File: src/rtl/conv_pkg.sv
// conv_pkg: FSM state encoding and MAC-pipe timing constants shared by conv_mac_sequencer
package conv_pkg;
    typedef enum logic [2:0] {IDLE, INIT, ISSUE, DRAIN, OUTPUT} state_t;
    localparam int MAC_LAT   = 2;
    localparam int MEM_LAT   = 1;
    localparam int DRAIN_CYC = MAC_LAT + MEM_LAT;
endpackage

File: src/rtl/conv_addr_gen.sv
// conv_addr_gen: window/kernel counters and input/weight address arithmetic for conv_mac_sequencer
module conv_addr_gen
    import conv_pkg::*;
#(
    parameter int R = 8,
    parameter int C = 8,
    parameter int K = 3
) (
    input  logic                     clk,
    input  logic                     reset_n,
    input  logic                     step_pair,
    input  logic                     step_window,
    output logic [$clog2(R*C)-1:0]   x_addr,
    output logic [$clog2(K*K)-1:0]   w_addr,
    output logic                     last_pair,
    output logic                     last_window
);
    localparam int CW = $clog2((R > C ? R : C) + 1);
    localparam int XAW = $clog2(R*C);
    localparam int WAW = $clog2(K*K);
    logic [CW-1:0] orow, ocol, kr, kc;
    logic kc_last, kr_last, ocol_last, orow_last;
    assign kc_last     = kc == CW'(K-1);
    assign kr_last     = kr == CW'(K-1);
    assign ocol_last   = ocol == CW'(C-K);
    assign orow_last   = orow == CW'(R-K);
    assign last_pair   = kc_last && kr_last;
    assign last_window = ocol_last && orow_last;
    assign x_addr = XAW'((32'(orow) + 32'(kr)) * C + 32'(ocol) + 32'(kc));
    assign w_addr = WAW'(32'(kr) * K + 32'(kc));
    always_ff @(posedge clk or negedge reset_n) begin
        if (!reset_n) begin
            orow <= '0;
            ocol <= '0;
            kr   <= '0;
            kc   <= '0;
        end else begin
            kc   <= step_pair ? (kc_last ? '0 : kc + 1'b1) : kc;
            kr   <= (step_pair && kc_last) ? (kr_last ? '0 : kr + 1'b1) : kr;
            ocol <= step_window ? (ocol_last ? '0 : ocol + 1'b1) : ocol;
            orow <= (step_window && ocol_last) ? (orow_last ? '0 : orow + 1'b1) : orow;
        end
    end
endmodule

File: src/rtl/conv_mac_sequencer.sv
// conv_mac_sequencer: drives one MAC pipe over a valid 2D convolution; CONV_RELU_EN clamps negative results to 0
module conv_mac_sequencer
    import conv_pkg::*;
#(
    parameter int INW  = 16,
    parameter int OUTW = 64,
    parameter int R    = 8,
    parameter int C    = 8,
    parameter int K    = 3
) (
    input  logic                    clk,
    input  logic                    reset_n,
    input  logic                    start,
    output logic                    busy,
    output logic                    done,
    input  logic signed [INW-1:0]   bias,
    output logic [$clog2(R*C)-1:0]  x_addr,
    input  logic signed [INW-1:0]   x_data,
    output logic [$clog2(K*K)-1:0]  w_addr,
    input  logic signed [INW-1:0]   w_data,
    output logic signed [INW-1:0]   mac_input0,
    output logic signed [INW-1:0]   mac_input1,
    output logic signed [INW-1:0]   mac_init_value,
    output logic                    mac_init_acc,
    output logic                    mac_input_valid,
    input  logic signed [OUTW-1:0]  mac_out,
    output logic signed [OUTW-1:0]  out_data,
    output logic                    out_valid,
    input  logic                    out_ready
);
    localparam int DW = $clog2(DRAIN_CYC);
    state_t state, state_d;
    logic [DW-1:0] dcnt;
    logic issue, capture, handshake, last_pair, last_window;
    logic signed [OUTW-1:0] cap_val;

    conv_addr_gen #(.R(R), .C(C), .K(K)) u_addr (
        .clk         (clk),
        .reset_n     (reset_n),
        .step_pair   (issue),
        .step_window (handshake),
        .x_addr      (x_addr),
        .w_addr      (w_addr),
        .last_pair   (last_pair),
        .last_window (last_window)
    );

    always_ff @(posedge clk or negedge reset_n) begin
        if (!reset_n) state <= IDLE;
        else          state <= state_d;
    end

    always_comb begin
        state_d = state;
        case (state)
            IDLE:    state_d = start ? INIT : IDLE;
            INIT:    state_d = last_pair ? DRAIN : ISSUE;
            ISSUE:   state_d = last_pair ? DRAIN : ISSUE;
            DRAIN:   state_d = capture ? OUTPUT : DRAIN;
            OUTPUT:  state_d = out_ready ? (last_window ? IDLE : INIT) : OUTPUT;
            default: state_d = IDLE;
        endcase
    end

    always_comb begin
        issue        = state == INIT || state == ISSUE;
        mac_init_acc = state == INIT;
        busy         = state != IDLE;
        out_valid    = state == OUTPUT;
        handshake    = out_valid && out_ready;
        capture      = state == DRAIN && dcnt == DW'(DRAIN_CYC-1);
    end

`ifdef CONV_RELU_EN
    assign cap_val = mac_out[OUTW-1] ? '0 : mac_out;
`else
    assign cap_val = mac_out;
`endif

    assign mac_input0 = x_data;
    assign mac_input1 = w_data;

    always_ff @(posedge clk or negedge reset_n) begin
        if (!reset_n) begin
            mac_init_value  <= '0;
            mac_input_valid <= 1'b0;
            dcnt            <= '0;
            out_data        <= '0;
            done            <= 1'b0;
        end else begin
            mac_init_value  <= (state == IDLE && start) ? bias : mac_init_value;
            mac_input_valid <= issue;
            dcnt            <= (state == DRAIN && !capture) ? dcnt + 1'b1 : '0;
            out_data        <= capture ? cap_val : out_data;
            done            <= handshake && last_window;
        end
    end
endmodule

File: config.mk
export PLATFORM = sky130hd
export DESIGN_NAME = conv_mac_sequencer
export DESIGN_NICKNAME = d
export VERILOG_FILES = /design/src/rtl/conv_pkg.sv /design/src/rtl/conv_addr_gen.sv /design/src/rtl/conv_mac_sequencer.sv
export SDC_FILE = /design/constraint.sdc
export NUM_CORES = 1
export LEC_CHECK = 0
export ABC_AREA = 1
export CORE_AREA = 4 4 149 93
export DETAILED_ROUTE_END_ITERATION = 16
export DIE_AREA = 0 0 153 97
export PLACE_DENSITY = 0.8
export SLEW_MARGIN = 20
export SYNTH_ARGS = -nofsm -noshare
export SYNTH_HDL_FRONTEND = slang
export SYNTH_SLANG_ARGS = --single-unit
File: constraint.sdc
create_clock -name clk -period 3.07 [get_ports clk]
set_input_delay 0.4605 -clock clk [delete_from_list [all_inputs] [get_ports clk]]
set_output_delay 0.4605 -clock clk [all_outputs]
set_load 0.05 [all_outputs]
==> results by group, run 1 <==
Cells and area
  • Fillers: 1161
  • Register area: 2580 sq um
  • Nets: 865
  • Multi-input gate area: between 1500 and 2000 sq um
  • Share of layout cells above drive strength 1: under 10%
  • # diodes: 0
  • Area Growth Syn to Fin: 40.0%

Setup path
  • Worst Setup End Kind: output port
  • Crit path DAT: 2.49 ns
  • Buf+Inv Stages, Crit Path: 2
  • CP max stage delay: 0.46 ns
  • Crit start category: flop
  • Critical-path top delay cell: fa_1
  • CP required: 2.61 ns
  • CP Class: reg2out
  • Worst Path Max Fanout: 7
  • Crit path max-delay family: adder cells
  • Worst-path cell chain: buf_4 -> fa_1 -> ha_1 -> fa_2 -> xor2_2 -> xnor2_2 -> buf_12

Routing
  • Pre-antenna DRT Iters: 5
  • Routed wire length per instance: about 14 um
  • Via Count: 4216
  • Via/cell ratio: 4.67
  • Starting DRT DRC Count: roughly 230
  • Routed Wire Length: 12800 um
  • Drt drc: 0
  • Final ANT Viol Nets: 0

Yosys
  • Post-synth top area share: 51.2%
  • Cell Area, Synth: roughly 5000 sq um
  • Yosys reg bits: 103
  • Sequential area share after synthesis: 51.2%
  • Synthesized instance count: 588
  • Post-synth EDFFs: 0
  • Synth Warn #: 0
  • Yosys cell types: 24
  • Cell taking the most area after synthesis: dfrtp_1
  • Main synth FF type: dfrtp_1
  • Top cells by area, synth: dfrtp_1 51%, nand2_1 16%, nand3_1 8.4%
  • Post-synth top cells: 215 x nand2_1, 103 x dfrtp_1, 84 x nand3_1, 48 x inv_1, 39 x buf_4
  • Syn nets: around 730
  • Avg Cell Area, Syn: 8.56 sq um
  • Ys async rst share: 100%
  • Count leader, synth: nand2_1

Timing
  • Max Clk Rate: approximately 340 MHz
  • Hold slack: between 0.1 and 0.15 ns
  • Setup tns final: 0 ns
  • Final-report hold violation count: 0
  • Max-slew violations: 0
  • Worst Max-Slew Pin Slew: 0.783 ns
  • RSZ-0062 raised after global routing: no
  • Final setup violation count: 0
  • Post-route minimum period: 2.96 ns
  • Final worst slack: 0.115 ns
  • Fin Clk Skew: 0.00766 ns
  • Worst relative slew slack: 47.6%
  • Period utilization: 96.3%

Pwr
  • VDD IR max: 0.689 mV
  • Pwr Density: 1260 nW/um^2
  • Logic pwr share: 61.7%
  • P_int: 4.33 mW
  • Sequential share of power: 26.3%
  • Share of total power in the clock network: 12.0%
  • Lkg Pwr: 3.35 nW
  • Sw Pwr: between 4 and 5 mW
  • Fraction of power spent switching nets: 51.4%
  • Final Power: 8.91 mW

Place
  • IO Port Bufs: 178
  • Hpwl dp: 9330 um
  • Pre-CTS setup slack: 0.334 ns
  • Placer congestion estimate: 0.847

Flow run
  • Max cap viols: 0

CTS
  • Reg clk slew, reported paths: 0.07 ns
  • Clock Latency Late Sink: 0.34 ns
  • Htree depth: 3
  • CTS buffer count: 9
  • Worst-case clock buffer depth: 2
  • CTS Root Cell: clkbuf_16
  • CTS tree: built
  • Clock Sinks: 103

GRT
  • First-pass GRT wire length: 21000 um
  • All-Layer GR Usage: 17.3%
  • Largest net degree at the start of global routing: 66
  • Overflow after GRT: 0
  • Initial antenna violation count: 0
  • Vias in the first global route: 4025

Run status
  • Outcome: completed

Floorplanning
  • Num ports: about 240
  • Core ar.: roughly 13000 sq um
  • Die Y-Extent: 97 um
  • Initial core utilization: 40.0%
  • Std-Cell Rows: 32
  • Die area: 14800 sq um
  • Die X: 153 um

Min path
  • Hold/Removal Path Class: in2async
## logic make-up after synthesis
| kind of cell | after synthesis | synth area share, % |
|---|---|---|
| flops | 103 | 51.2 |
| xor+xnor | 7 | 1.22 |
| simple gates | 324 | 26.9 |
| buf+inv | 105 | 11.7 |
| fa+ha+maj | 21 | 6.12 |
| compound gates | 28 | 2.78 |
## worst reg2reg max path, stage by stage, from the launching register on
cell	delay, ns
dfrtp_1	0.45
inv_1	0.13
nand2_1	0.06
nor2_1	0.59
nand2_1	0.32
o21ai_0	0.28
## layout by cell type (no fill, tap or decap), drive strengths merged, types with 2 or more instances in the layout
master and n:
nand2 216, clkdlybuf4s50 171, dfrtp 103, nand3 85, inv 50, o21ai 27, nor2 17, ha 15
buf 15, clkbuf 11, fa 6, xor2 4, nand4 3, xnor2 3, clkinvlp 2
## power groups by stage
| stage | sequential (mW) | clock (mW) | combinational, mW |
|---|---|---|---|
| after floorplan | 4.18 | 0 | 1.87 |
| after global placement | 2.34 | 0 | 5.44 |
| after detailed placement | 2.35 | 0 | 5.49 |
| after CTS | 2.35 | 1.11 | 5.50 |
| after global routing | 2.42 | 1.17 | 5.83 |
| final | 2.35 | 1.06 | 5.50 |
## sequential cells by signal (all words and copies together), names as in the netlist
name and count:
out_data 64, mac_init_value 16, u_addr.kc 4, u_addr.kr 4
u_addr.ocol 4, u_addr.orow 4, state 3, dcnt 2
done 1, mac_input_valid 1
## routing by layer
metal	part of all wire [%]	global-route usage, %	vias to the layer above
met2	41	24.7	162
met4	0.87	3.90	0
met5	0	0	-
met3	9.5	6.66	11
met1	48	24.9	1954
li1	-	-	2089
## stage by stage
step           area [sq um]  cells  util [%]
3_5_place_dp           6720    886      53.5
5_1_grt                7040    903      56.0
4_1_cts                7010    903      55.7
3_3_place_gp           6720    886      53.5
6_report               7040    903      56.0
2_1_floorplan          5030    588         -
## path summary, 6_finish.rpt
path,slack (ns),end,depth (start not counted),from
max in group asynchronous,2.23,out_data[23],2,reset_n
worst min-delay path,0.10,mac_input_valid,1,reset_n
worst max register to register,1.14,u_addr.kr[0],5,state[2]
min in group clk,0.42,dcnt[0],1,dcnt[0]
worst max-delay path,0.11,w_addr[3],7,u_addr.kr[0]
worst min register to register,0.42,dcnt[0],1,dcnt[0]
## what timing repair did
item | 4_1_cts | 5_1_grt
pin swaps | 0 | 2
gates cloned | 0 | 0
hold buffers | 0 | 0
gates resized for setup | 1 | 7
setup endpoints to repair | 2 | 3
buffers inserted | 1 | 0
## layout make-up
| type | instances | area share, % |
|---|---|---|
| flip-flops and latches | 103 | 36.6 |
| multi-input cells | 380 | 27.1 |
| repair buffers | 186 | 26.8 |
| clock buffers | 11 | 3.30 |
| well taps | 170 | 3.02 |
| inverters | 48 | 2.56 |
| clock inverters | 5 | 0.586 |
Note: power is estimated with default switching activity, not from simulation.
==> run 2: changes to the inputs <==
--- a/config.mk
+++ b/config.mk
@@ -6,9 +6,10 @@
 export NUM_CORES = 1
 export LEC_CHECK = 0
 export ABC_AREA = 1
-export CORE_AREA = 4 4 149 93
+export CORE_AREA = 2 2 147 91
 export DETAILED_ROUTE_END_ITERATION = 16
-export DIE_AREA = 0 0 153 97
+export DIE_AREA = 0 0 149 93
+export HOLD_SLACK_MARGIN = 0.1
 export PLACE_DENSITY = 0.8
 export SLEW_MARGIN = 20
 export SYNTH_ARGS = -nofsm -noshare
==> results by group, run 2 (synthesized netlist as in run 1, its figures left out) <==
Run status
  • Outcome: completed

GRT
  • Largest net degree at the start of global routing: 66
  • Initial antenna violation count: 0
  • Overflow after GRT: 0
  • All-Layer GR Usage: 19.1%
  • First-pass GRT wire length: 20800 um
  • Vias in the first global route: roughly 4100

Setup path
  • Worst Setup End Kind: output port
  • R2r endpoint: u_addr.kr[0]
  • CP required: roughly 2.6 ns
  • Worst R2R Path Depth: 5
  • Crit start category: flop
  • Worst Path Max Fanout: 5
  • Critical-path top delay cell: dfrtp_1
  • Reg2Reg Launch Point: state[2]
  • CP max stage delay: ~0.43 ns
  • Worst-path cell chain: buf_6 -> fa_1 -> ha_2 -> fa_2 -> xor2_1 -> xnor2_1 -> bufbuf_16
  • FF-to-FF setup slack: 1.08 ns
  • Crit path DAT: 2.54 ns
  • CP Class: reg2out

Timing
  • Post-route minimum period: 3.00 ns
  • Setup tns final: 0 ns
  • Max Clk Rate: 333 MHz
  • Max-slew violations: 0
  • Fin Clk Skew: 0.00686 ns
  • Final-report hold violation count: 0
  • Final setup violation count: 0
  • Worst Max-Slew Pin Slew: between 0.8 and 0.9 ns
  • Final worst slack: about 0.068 ns
  • Worst relative slew slack: a little under half
  • Period utilization: 97.8%

Pwr
  • Lkg Pwr: 3.37 nW
  • Pwr Density: 1280 nW/um^2
  • VDD IR max: around 0.64 mV

Cells and area
  • Leading registers by flop count: out_data (64), mac_init_value (16)
  • Largest register by flop count: out_data
  • Share of layout cells above drive strength 1: 6.26%
  • Area Growth Syn to Fin: 40.8%
  • Most common cell after layout, fill and taps aside: nand2_1
  • Max FFs per register: 64
  • Commonest cells after routing, fill and taps aside: 212 x nand2_1, 171 x clkdlybuf4s50_1, 102 x dfrtp_1
  • # diodes: 0
  • Nets: 868

Place
  • Hpwl dp: 9100 um
  • Pre-CTS setup slack: 0.334 ns
  • IO Port Bufs: 178
  • Placer congestion estimate: 0.863

CTS
  • Worst-case clock buffer depth: 2
  • Clock Latency Late Sink: around 0.34 ns
  • Htree depth: 3
  • Reg clk slew, reported paths: 0.07 ns
  • CTS tree: built
  • Clock Sinks: 103
  • CTS Root Cell: clkbuf_16
  • CTS buffer count: 9

Routing
  • Starting DRT DRC Count: between 200 and 250
  • Final ANT Viol Nets: 0
  • Drt drc: 0
  • Via/cell ratio: 4.67
  • Pre-antenna DRT Iters: 4
  • Routed Wire Length: 12900 um
  • Routed wire length per instance: 14.3 um
  • Via Count: 4229

Floorplanning
  • Core ar.: ~13000 sq um
  • Die area: around 14000 sq um
  • Initial core utilization: 40.0%
  • Num ports: 243
  • Std-Cell Rows: 32
  • Die Y-Extent: 93 um
  • Die X: 149 um

Min path
  • Hold/Removal Path Class: in2async

Flow run
  • Max cap viols: 0
[run 2: per-layer routing]
metal / GRT usage, % / up-vias / wire length, um
met1: 26.6 / 1948 / 6040
li1: - / 2104 / -
met4: 3.97 / 0 / 113
met2: 28.0 / 168 / 5440
met5: 0 / - / 0
met3: 7.76 / 9 / 1310
[run 2: worst max path at each step]
stage / startpoint / endpoint / slack [ns]
after floorplan: u_addr.kr[0] / x_addr[4] / 0.03
after CTS: u_addr.kr[0] / x_addr[5] / 0.03
after global placement: u_addr.orow[0] / x_addr[4] / 0.38
final: u_addr.kr[0] / w_addr[3] / 0.07
after global routing: u_addr.kr[0] / w_addr[3] / -0.009
after detailed placement: u_addr.orow[0] / x_addr[5] / 0.33
[run 2: final cells by class]
| class | instances | area, sq um |
|---|---|---|
| Clock buffer | 10 | 229 |
| Fill cell | 1148 | 5490 |
| Sequential cell | 103 | 2580 |
| Timing Repair Buffer | 189 | 1930 |
| Multi-Input combinational cell | 380 | 1900 |
| Clock inverter | 5 | 58.8 |
| Inverter | 48 | 180 |
| Tap cell | 170 | 213 |
[run 2: metrics by stage]
step | utilization [%] | power [mW] | cell area (sq um) | cells | hold WS, ns
2_1_floorplan | - | 6.05 | 5030 | 588 | 0.165
3_3_place_gp | 53.5 | 7.76 | 6730 | 887 | 0.421
3_5_place_dp | 53.5 | 7.83 | 6730 | 887 | 0.425
4_1_cts | 55.9 | 9.00 | 7030 | 903 | 0.147
5_1_grt | 56.3 | 9.59 | 7080 | 905 | 0.166
6_report | 56.3 | 9.06 | 7080 | 905 | 0.127
[run 2: worst max-delay path, delay by kind of cell, from the launching register on]
| family | cells | cell delay (ns) |
|---|---|---|
| xor+xnor | 2 | 0.35 |
| flops | 1 | 0.43 |
| buf+inv | 2 | 0.45 |
| fa+ha+maj | 3 | 0.97 |
[run 2: timing repair]
| action | CTS | global route |
|---|---|---|
| resized for setup | 1 | 8 |
| pin swaps | 0 | 5 |
| setup buffers | 1 | 2 |
| hold buffers | 0 | 0 |
| endpoints found under the setup margin | 2 | 3 |
| gates cloned | 0 | 0 |
[run 2: report_power, final]
group / internal [mW] / total [mW] / switching, mW / leakage (nW)
logic: 1.91 / 5.58 / 3.67 / 2.10
clock network: 0.630 / 1.13 / 0.503 / 0.135
registers: 1.95 / 2.35 / 0.395 / 1.14
total: 4.49 / 9.06 / 4.57 / 3.37
